<file path="src/rtl/serial_subtractor.sv">
// -----------------------------------------------------------------------------
// serial_subtractor
//
// Bit-serial unsigned subtractor: computes (a - b) mod 2^WIDTH LSB-first,
// one bit per clock, with a single full-subtractor cell and a registered
// borrow. A start/busy/done handshake launches an operation and flags
// completion.
//
// Optional feature macro: SERIAL_SUB_OVF_EN
//   When defined, an extra output ovf reports signed (two's complement)
//   overflow of the subtraction. When undefined, ovf and its logic are absent.
//
// Ports:
//   clk     in   1      rising-edge clock
//   rst_n   in   1      synchronous active-low reset
//   start   in   1      launch request, honoured only while idle
//   a       in   WIDTH  minuend, captured on the accepting edge
//   b       in   WIDTH  subtrahend, captured on the accepting edge
//   busy    out  1      high while bits are being processed
//   done    out  1      one-cycle pulse when diff/borrow are fresh
//   diff    out  WIDTH  (a - b) mod 2^WIDTH, held until the next completion
//   borrow  out  1      final borrow-out, 1 iff a < b (unsigned)
//   ovf     out  1      signed overflow (only with SERIAL_SUB_OVF_EN)
// -----------------------------------------------------------------------------
module serial_subtractor #(
   parameter int WIDTH = 8
) (
   input  logic             clk,
   input  logic             rst_n,
   input  logic             start,
   input  logic [WIDTH-1:0] a,
   input  logic [WIDTH-1:0] b,
   output logic             busy,
   output logic             done,
   output logic [WIDTH-1:0] diff,
   output logic             borrow
`ifdef SERIAL_SUB_OVF_EN
   ,
   output logic             ovf
`endif
);

   localparam int CW = $clog2(WIDTH + 1);

   typedef enum logic [1:0] {
      IDLE = 2'd0,
      RUN  = 2'd1,
      DONE = 2'd2
   } state_t;

   state_t           state_q, state_d;
   logic [WIDTH-1:0] a_sr, b_sr, res_sr;
   logic [WIDTH-1:0] res_next;
   logic [CW-1:0]    cnt;
   logic             br;
   logic             ai, bi, d, br_next;
   logic             last_bit;

`ifdef SERIAL_SUB_OVF_EN
   logic             a_msb, b_msb;
`endif

   // Full-subtractor cell on the current operand LSBs.
   assign ai       = a_sr[0];
   assign bi       = b_sr[0];
   assign d        = ai ^ bi ^ br;
   assign br_next  = (~ai & bi) | (~(ai ^ bi) & br);
   assign last_bit = (cnt == CW'(WIDTH - 1));

   // Result bits enter from the MSB side so that after WIDTH shifts the
   // first (LSB) difference bit has reached position 0.
   generate
      if (WIDTH == 1) begin : g_res_w1
         assign res_next = d;
      end else begin : g_res_wn
         assign res_next = {d, res_sr[WIDTH-1:1]};
      end
   endgenerate

   // NOTE: every variable assigned in always_comb gets a default first, so no
   // path leaves it unassigned and no latch is inferred.
   always_comb begin
      state_d = state_q;
      case (state_q)
         IDLE:    if (start) state_d = RUN;
         RUN:     if (last_bit) state_d = DONE;
         DONE:    state_d = IDLE;
         default: state_d = IDLE;
      endcase
   end

   // NOTE: sequential state uses non-blocking assignments only, so every
   // register samples the pre-edge values regardless of statement order.
   // NOTE: the shift registers are reset along with the control state; they
   // are small flop arrays, not RAM, and a known zero state keeps the
   // datapath free of X after reset.
   always_ff @(posedge clk) begin
      if (!rst_n) begin
         state_q <= IDLE;
         a_sr    <= '0;
         b_sr    <= '0;
         res_sr  <= '0;
         cnt     <= '0;
         br      <= 1'b0;
         diff    <= '0;
         borrow  <= 1'b0;
`ifdef SERIAL_SUB_OVF_EN
         a_msb   <= 1'b0;
         b_msb   <= 1'b0;
         ovf     <= 1'b0;
`endif
      end else begin
         state_q <= state_d;
         case (state_q)
            IDLE: begin
               if (start) begin
                  a_sr <= a;
                  b_sr <= b;
                  br   <= 1'b0;
                  cnt  <= '0;
`ifdef SERIAL_SUB_OVF_EN
                  a_msb <= a[WIDTH-1];
                  b_msb <= b[WIDTH-1];
`endif
               end
            end
            RUN: begin
               a_sr   <= a_sr >> 1;
               b_sr   <= b_sr >> 1;
               res_sr <= res_next;
               br     <= br_next;
               cnt    <= cnt + 1'b1;
               if (last_bit) begin
                  diff   <= res_next;
                  borrow <= br_next;
`ifdef SERIAL_SUB_OVF_EN
                  // d is the MSB of the completed difference.
                  ovf    <= (a_msb != b_msb) && (d != a_msb);
`endif
               end
            end
            default: ;
         endcase
      end
   end

   assign busy = (state_q == RUN);
   assign done = (state_q == DONE);

endmodule
</file>
<file path="config.mk">
export PLATFORM = sky130hd
export DESIGN_NAME = serial_subtractor
export DESIGN_NICKNAME = d
export VERILOG_FILES = /design/src/rtl/serial_subtractor.sv
export SDC_FILE = /design/constraint.sdc
export NUM_CORES = 1
export LEC_CHECK = 0
export CORE_ASPECT_RATIO = 1.75
export CORE_UTILIZATION = 48
export CTS_BUF_LIST = sky130_fd_sc_hd__clkbuf_4 sky130_fd_sc_hd__clkbuf_8
export CTS_CLUSTER_DIAMETER = 150
export DETAILED_ROUTE_END_ITERATION = 16
export PLACE_DENSITY = 0.88
export SLEW_MARGIN = 20
export SYNTH_ARGS = -nofsm -noshare
export SYNTH_HDL_FRONTEND = slang
export SYNTH_SLANG_ARGS = --single-unit
</file>
<file path="constraint.sdc">
create_clock -name clk -period 1.4 [get_ports clk]
set_clock_uncertainty 0.1 [all_clocks]
set_input_delay 0.28 -clock clk [delete_from_list [all_inputs] [get_ports clk]]
set_output_delay 0.28 -clock clk [all_outputs]
set_load 0.02 [all_outputs]
</file>
==> results.json, run 1 <==
{
  "hold_slack_ns": 0.357,
  "hpwl_microns": 2870,
  "vias": 1512,
  "via_per_inst": 5.52,
  "synth_edf_count": 0,
  "die_y_microns": 80.4,
  "ctsHoldBuffers": 0,
  "seq_area_frac_synth_pct": 46.3,
  "hold_viol": 0,
  "crit_top_cell": "buf_6",
  "numClockSinks": 39,
  "critPathMaxFanout": 3,
  "synth.top_cells.by_area": "dfxtp_1, nand2_1, o221a_2",
  "antenna-diode-count": 0,
  "route.detailed.drc": 0,
  "initial_core_util_pct": 50.1,
  "preCtsSetupSlack_ns": -0.334,
  "grt_pass1_vias": 1433,
  "grt.total_usage_pct": 24.9,
  "yosysMostFrequentCell": "dfxtp_1",
  "die_area_sq_um": 3760,
  "p_leak_nw": 0.981,
  "htree_levels": 2,
  "yosys_warnings": 0,
  "cts_tree": "yes",
  "clock_latency_ns": 0.30,
  "cts_root_buf": "clkbuf_8",
  "cp-start-kind": "flop",
  "ant_nets": 0,
  "num_rows": 28,
  "synthCells": 183,
  "slowest_delay_ns": 0.37,
  "wl_per_cell_microns": 16.4,
  "rsz0062_at_grt": "true",
  "coreArea_sq_um": 3360,
  "worstMarginPinSlew_ns": 0.269,
  "grt_pass1_wl_microns": 6470,
  "critPathArrivalTime_ns": 1.03,
  "dpl_cell_area_sq_um": 2100,
  "synth_common_cells": "dfxtp_1, nand2_1, nor2b_1, a21oi_1, o221a_2",
  "synth.net_count": 204,
  "synth_ff_type": "dfxtp_1",
  "overflow": 0,
  "drt_pre_antenna_iters": 4,
  "fin_crit_ns": 1.41,
  "place_congestion": 0.853,
  "syn2layout_area_growth_pct": 38.2,
  "setup_viol": 1,
  "clk_pin_slew_ns": 0.08,
  "routed-wl-met3_microns": 151,
  "dp_cells": 261,
  "slew_headroom_pct": 82.0,
  "finalMaxSlewViolations": 0,
  "dr_wl_met2_microns": 2440,
  "irDropWorstVdd_mv": 0.841,
  "fmax_ghz": 0.707,
  "crit_type": "flop to output pin",
  "antenna_found_initial": 0,
  "highest_layer": "met4",
  "worstHoldPathType": "flop to flop",
  "crit_slowest_cell": "dfxtp_4",
  "ys_ff_latch": 39,
  "outcome": "complete, but fails checks",
  "syn_area_sq_um": 1690,
  "synth_top_area_share_pct": 46.3,
  "powerDensity_nw_per_um2": 1050,
  "postRouteWirelength_microns": 4490,
  "fillers": 272,
  "synth_area_per_cell_sq_um": 9.22,
  "fin_ws_ns": -0.0137,
  "die_x_microns": 46.8,
  "ioPinCount": 30,
  "async_flop_share_pct": 0,
  "period_share_pct": 101,
  "cts_buffer_depth": 2,
  "crit_chain": "buf_6 > nor2b_4 > buf_6",
  "design_area_sq_um": 2330,
  "met1_length_microns": 1710,
  "nets": 249,
  "grt_max_degree": 29,
  "drt_first_iter_violations": 34,
  "numCtsBuffers": 5,
  "fin_cells": 274,
  "synth_area_leader_cell": "dfxtp_1",
  "finish.utilization_pct": 69.3,
  "maxCapViolCount": 0,
  "crit_required_ns": 1.02,
  "violations": "setup timing",
  "port_buffers": 29,
  "drive_above_1_share_pct": 25.3,
  "end_kind": "output pin",
  "synth_cell_types": 33
}
==> logic make-up after synthesis <==
logic type	Yosys count	share of synthesized area [%]
simple gates	72	20.1
compound gates	43	21.4
flops	39	46.3
buf+inv	19	5.56
mux	8	4.75
fa+ha+maj	2	1.93
==> what timing repair did <==
action	4_1_cts	5_1_grt
setup endpoints to repair	32	16
pin swaps	1	2
buffers inserted	3	1
gates cloned	0	2
gates resized for setup	28	23
==> cell type report <==
cell class / count / area [sq um] / share of cell area, %
Tap cell: 45 / 56.3 / 2.42
Timing Repair Buffer: 52 / 523 / 22.4
Clock buffer: 7 / 83.8 / 3.60
Multi-Input combinational cell: 126 / 855 / 36.7
Sequential cell: 39 / 791 / 33.9
Inverter: 4 / 17.5 / 0.751
Clock inverter: 1 / 5.00 / 0.215
==> through the flow <==
stage / TNS, ns / total power [mW]
5_1_grt: -0.0732 / 2.54
4_1_cts: -0.0452 / 2.40
2_1_floorplan: 0 / 1.46
3_3_place_gp: -6.79 / 1.60
3_5_place_dp: -7.69 / 1.61
6_report: -0.0137 / 2.44
==> registers in the layout, indices dropped and copies added, names as in the netlist <==
register  cells
diff          8
res_sr        7
state_q       2
borrow        1
cnt           4
a_sr          8
b_sr          8
br            1
==> routing by layer <==
layer	track usage (%)	vias to the layer above
li1	-	725
met1	25.5	730
met2	41.0	42
met3	7.87	15
met4	16.3	0
met5	0	-
==> path summary, 6_finish.rpt <==
kind,startpoint,end,slack (ns),depth (start not counted)
worst min-delay path,diff[4],diff[4],0.36,2
worst min register to register,diff[4],diff[4],0.36,2
worst max register to register,state_q[0],br,0.01,5
worst max-delay path,state_q[0],done,-0.01,3
==> power breakdown <==
group	switching, mW	internal [mW]	total (mW)	leakage (nW)
logic	0.201	0.245	0.446	0.611
clock network	0.389	0.388	0.778	0.0491
registers	0.0451	1.17	1.22	0.321
total	0.636	1.80	2.44	0.981
==> worst max-delay path: cells and delay by family, from the launching register on <==
family	cells	cell delay, ns
AND/OR/NAND/NOR	1	0.10
buffers and inverters	2	0.24
flip-flops	1	0.37
==> layout by cell type (no fill, tap or decap), drive strengths merged, types with 4 or more instances in the layout <==
master / n
and3: 5
clkbuf: 8
o221a: 11
mux2i: 8
nand2: 35
clkdlybuf4s50: 16
nor2b: 14
a21oi: 11
dfxtp: 39
dlygate4sd2: 9
a21boi: 7
inv: 4
nor2: 10
buf: 24
(Power assumes the default switching activity.)
==> run 2: changes to the inputs <==
--- a/config.mk
+++ b/config.mk
@@ -6,11 +6,11 @@
 export NUM_CORES = 1
 export LEC_CHECK = 0
 export CORE_ASPECT_RATIO = 1.75
-export CORE_UTILIZATION = 48
+export CORE_UTILIZATION = 43
 export CTS_BUF_LIST = sky130_fd_sc_hd__clkbuf_4 sky130_fd_sc_hd__clkbuf_8
 export CTS_CLUSTER_DIAMETER = 150
 export DETAILED_ROUTE_END_ITERATION = 16
-export PLACE_DENSITY = 0.88
+export PLACE_DENSITY = 0.81
 export SLEW_MARGIN = 20
 export SYNTH_ARGS = -nofsm -noshare
 export SYNTH_HDL_FRONTEND = slang
==> constraint.sdc (replaced) <==
create_clock -name clk -period 1.3 [get_ports clk]
set_clock_uncertainty 0.1 [all_clocks]
set_input_delay 0.26 -clock clk [delete_from_list [all_inputs] [get_ports clk]]
set_output_delay 0.26 -clock clk [all_outputs]
set_load 0.02 [all_outputs]
==> run 2 against run 1 <==
Effect of this change:
- the flow still finishes with violations (setup timing)
- core utilization shrank 4.4 points
- register-to-register slack worse by 0.11 ns
- critical path depth up 2
==> results.json, run 2 (synthesized netlist as in run 1, its figures left out) <==
{
  "ant_nets": 0,
  "finalMaxSlewViolations": 0,
  "die_x_microns": 49.3,
  "intPower_mw": 1.95,
  "holdPathStages": 2,
  "end_kind": "flop",
  "syn2layout_area_growth_pct": 42.4,
  "critPathArrivalTime_ns": 1.47,
  "htree_levels": 2,
  "grt_pass1_vias": 1491,
  "clk_pin_slew_ns": 0.07,
  "fin_crit_ns": 1.40,
  "critPathMaxFanout": 5,
  "crit_required_ns": 1.38,
  "drt_first_iter_violations": 53,
  "antenna-diode-count": 0,
  "numClockSinks": 39,
  "dp_cells": 261,
  "p_leak_nw": 0.999,
  "switching_power_mw": 0.668,
  "top_regs": "a_sr: 8 flops, b_sr: 8 flops, diff: 8 flops",
  "initial_core_util_pct": 45.6,
  "fillers": 305,
  "violations": "setup timing",
  "maxCapViolCount": 0,
  "cts_tree": "yes",
  "worstHoldPathType": "flop to flop",
  "postRouteWirelength_microns": 4180,
  "place_congestion": 0.814,
  "port_buffers": 29,
  "crit_type": "flop to flop",
  "fmax_ghz": 0.716,
  "ff2ff_path_depth": 5,
  "hpwl_microns": 2650,
  "cp-start-kind": "flop",
  "layout_common_cells": "nand2_1, dfxtp_1, buf_4",
  "die_area_sq_um": 4190,
  "seq_power_share_pct": 50.5,
  "numCtsBuffers": 5,
  "rsz0062_at_grt": "true",
  "fin_ws_ns": -0.0964,
  "setup_viol": 20,
  "vias": 1502,
  "slew_headroom_pct": 82.0,
  "grt.total_usage_pct": 21.0,
  "multi_input_area_sq_um": 945,
  "worstMarginPinSlew_ns": 0.270,
  "outcome": "complete, but fails checks",
  "nets": 254,
  "period_share_pct": 107,
  "coreArea_sq_um": 3700,
  "preCtsSetupSlack_ns": -0.384,
  "irDropWorstVdd_mv": 1.25,
  "hold_viol": 0,
  "clock_latency_ns": 0.29,
  "die_y_microns": 84.9,
  "overflow": 0,
  "wl_per_cell_microns": 15.0,
  "grt_max_degree": 28,
  "drive_above_1_share_pct": 35.3,
  "route.detailed.drc": 0,
  "grt_pass1_wl_microns": 6670,
  "layout_commonest_cell": "nand2_1",
  "drt_pre_antenna_iters": 4,
  "num_rows": 29,
  "cts_root_buf": "clkbuf_8",
  "via_per_inst": 5.40,
  "ctsHoldBuffers": 0,
  "total_power_mw": 2.62,
  "powerDensity_nw_per_um2": 1090,
  "fin_cells": 278,
  "antenna_found_initial": 0,
  "clkPwrFrac_pct": 29.2,
  "ioPinCount": 30,
  "final-seq-area_sq_um": 792,
  "pwr-share-comb_pct": 20.3,
  "p_sw_share_pct": 25.5,
  "cts_buffer_depth": 2
}
==> run 2: layout make-up <==
type / count / share of cell area (%)
clock buffers: 6 / 3.18
inverters: 4 / 0.625
multi-input cells: 126 / 39.3
flip-flops and latches: 39 / 33.0
well taps: 46 / 2.40
repair buffers: 57 / 21.5
==> run 2: per-layer routing <==
layer  vias to the layer above  GRT usage, %  wire length (microns)
li1                        735             -                      -
met1                       711          22.1                   1640
met2                        41          36.7                   2190
met3                        15          4.30                    155
met4                         0          14.2                    197
met5                         -             0                      0
==> run 2: critical path, stage by stage, from the launching register on <==
cell	delay (ns)
dfxtp_2	0.35
buf_6	0.12
o21ba_4	0.24
nor2b_4	0.05
buf_6	0.12
a221o_1	0.31
==> run 2: through the flow <==
stage	TNS, ns	area [sq um]	util (%)	hold WS, ns
3_5_place_dp	-9.97	2120	57.2	0.352
6_report	-0.715	2400	64.9	0.361
5_1_grt	-1.48	2400	64.9	0.378
3_3_place_gp	-9.15	2120	57.2	0.344
2_1_floorplan	-0.0667	1720	-	0.285
4_1_cts	-0.538	2310	62.3	0.362
==> run 2: worst paths after layout <==
path	startpoint	end	slack, ns
worst min register to register	diff[6]	diff[6]	0.36
worst max register to register	state_q[1]	a_sr[5]	-0.1
worst max-delay path	state_q[1]	a_sr[5]	-0.1
worst min-delay path	diff[6]	diff[6]	0.36
==> run 2: power by group through the flow <==
stage | registers [mW] | logic [mW] | clock network, mW
floorplan | 1.32 | 0.258 | 0
global placement | 1.33 | 0.397 | 0
detailed placement | 1.34 | 0.404 | 0
CTS | 1.32 | 0.454 | 0.774
global route | 1.33 | 0.579 | 0.828
finish | 1.32 | 0.532 | 0.764
==> run 2: repair_timing <==
action | 4_1_cts | 5_1_grt
pin swaps | 6 | 2
buffers inserted | 4 | 6
endpoints found under the setup margin | 42 | 44
resized for setup | 49 | 30
cloned | 1 | 0
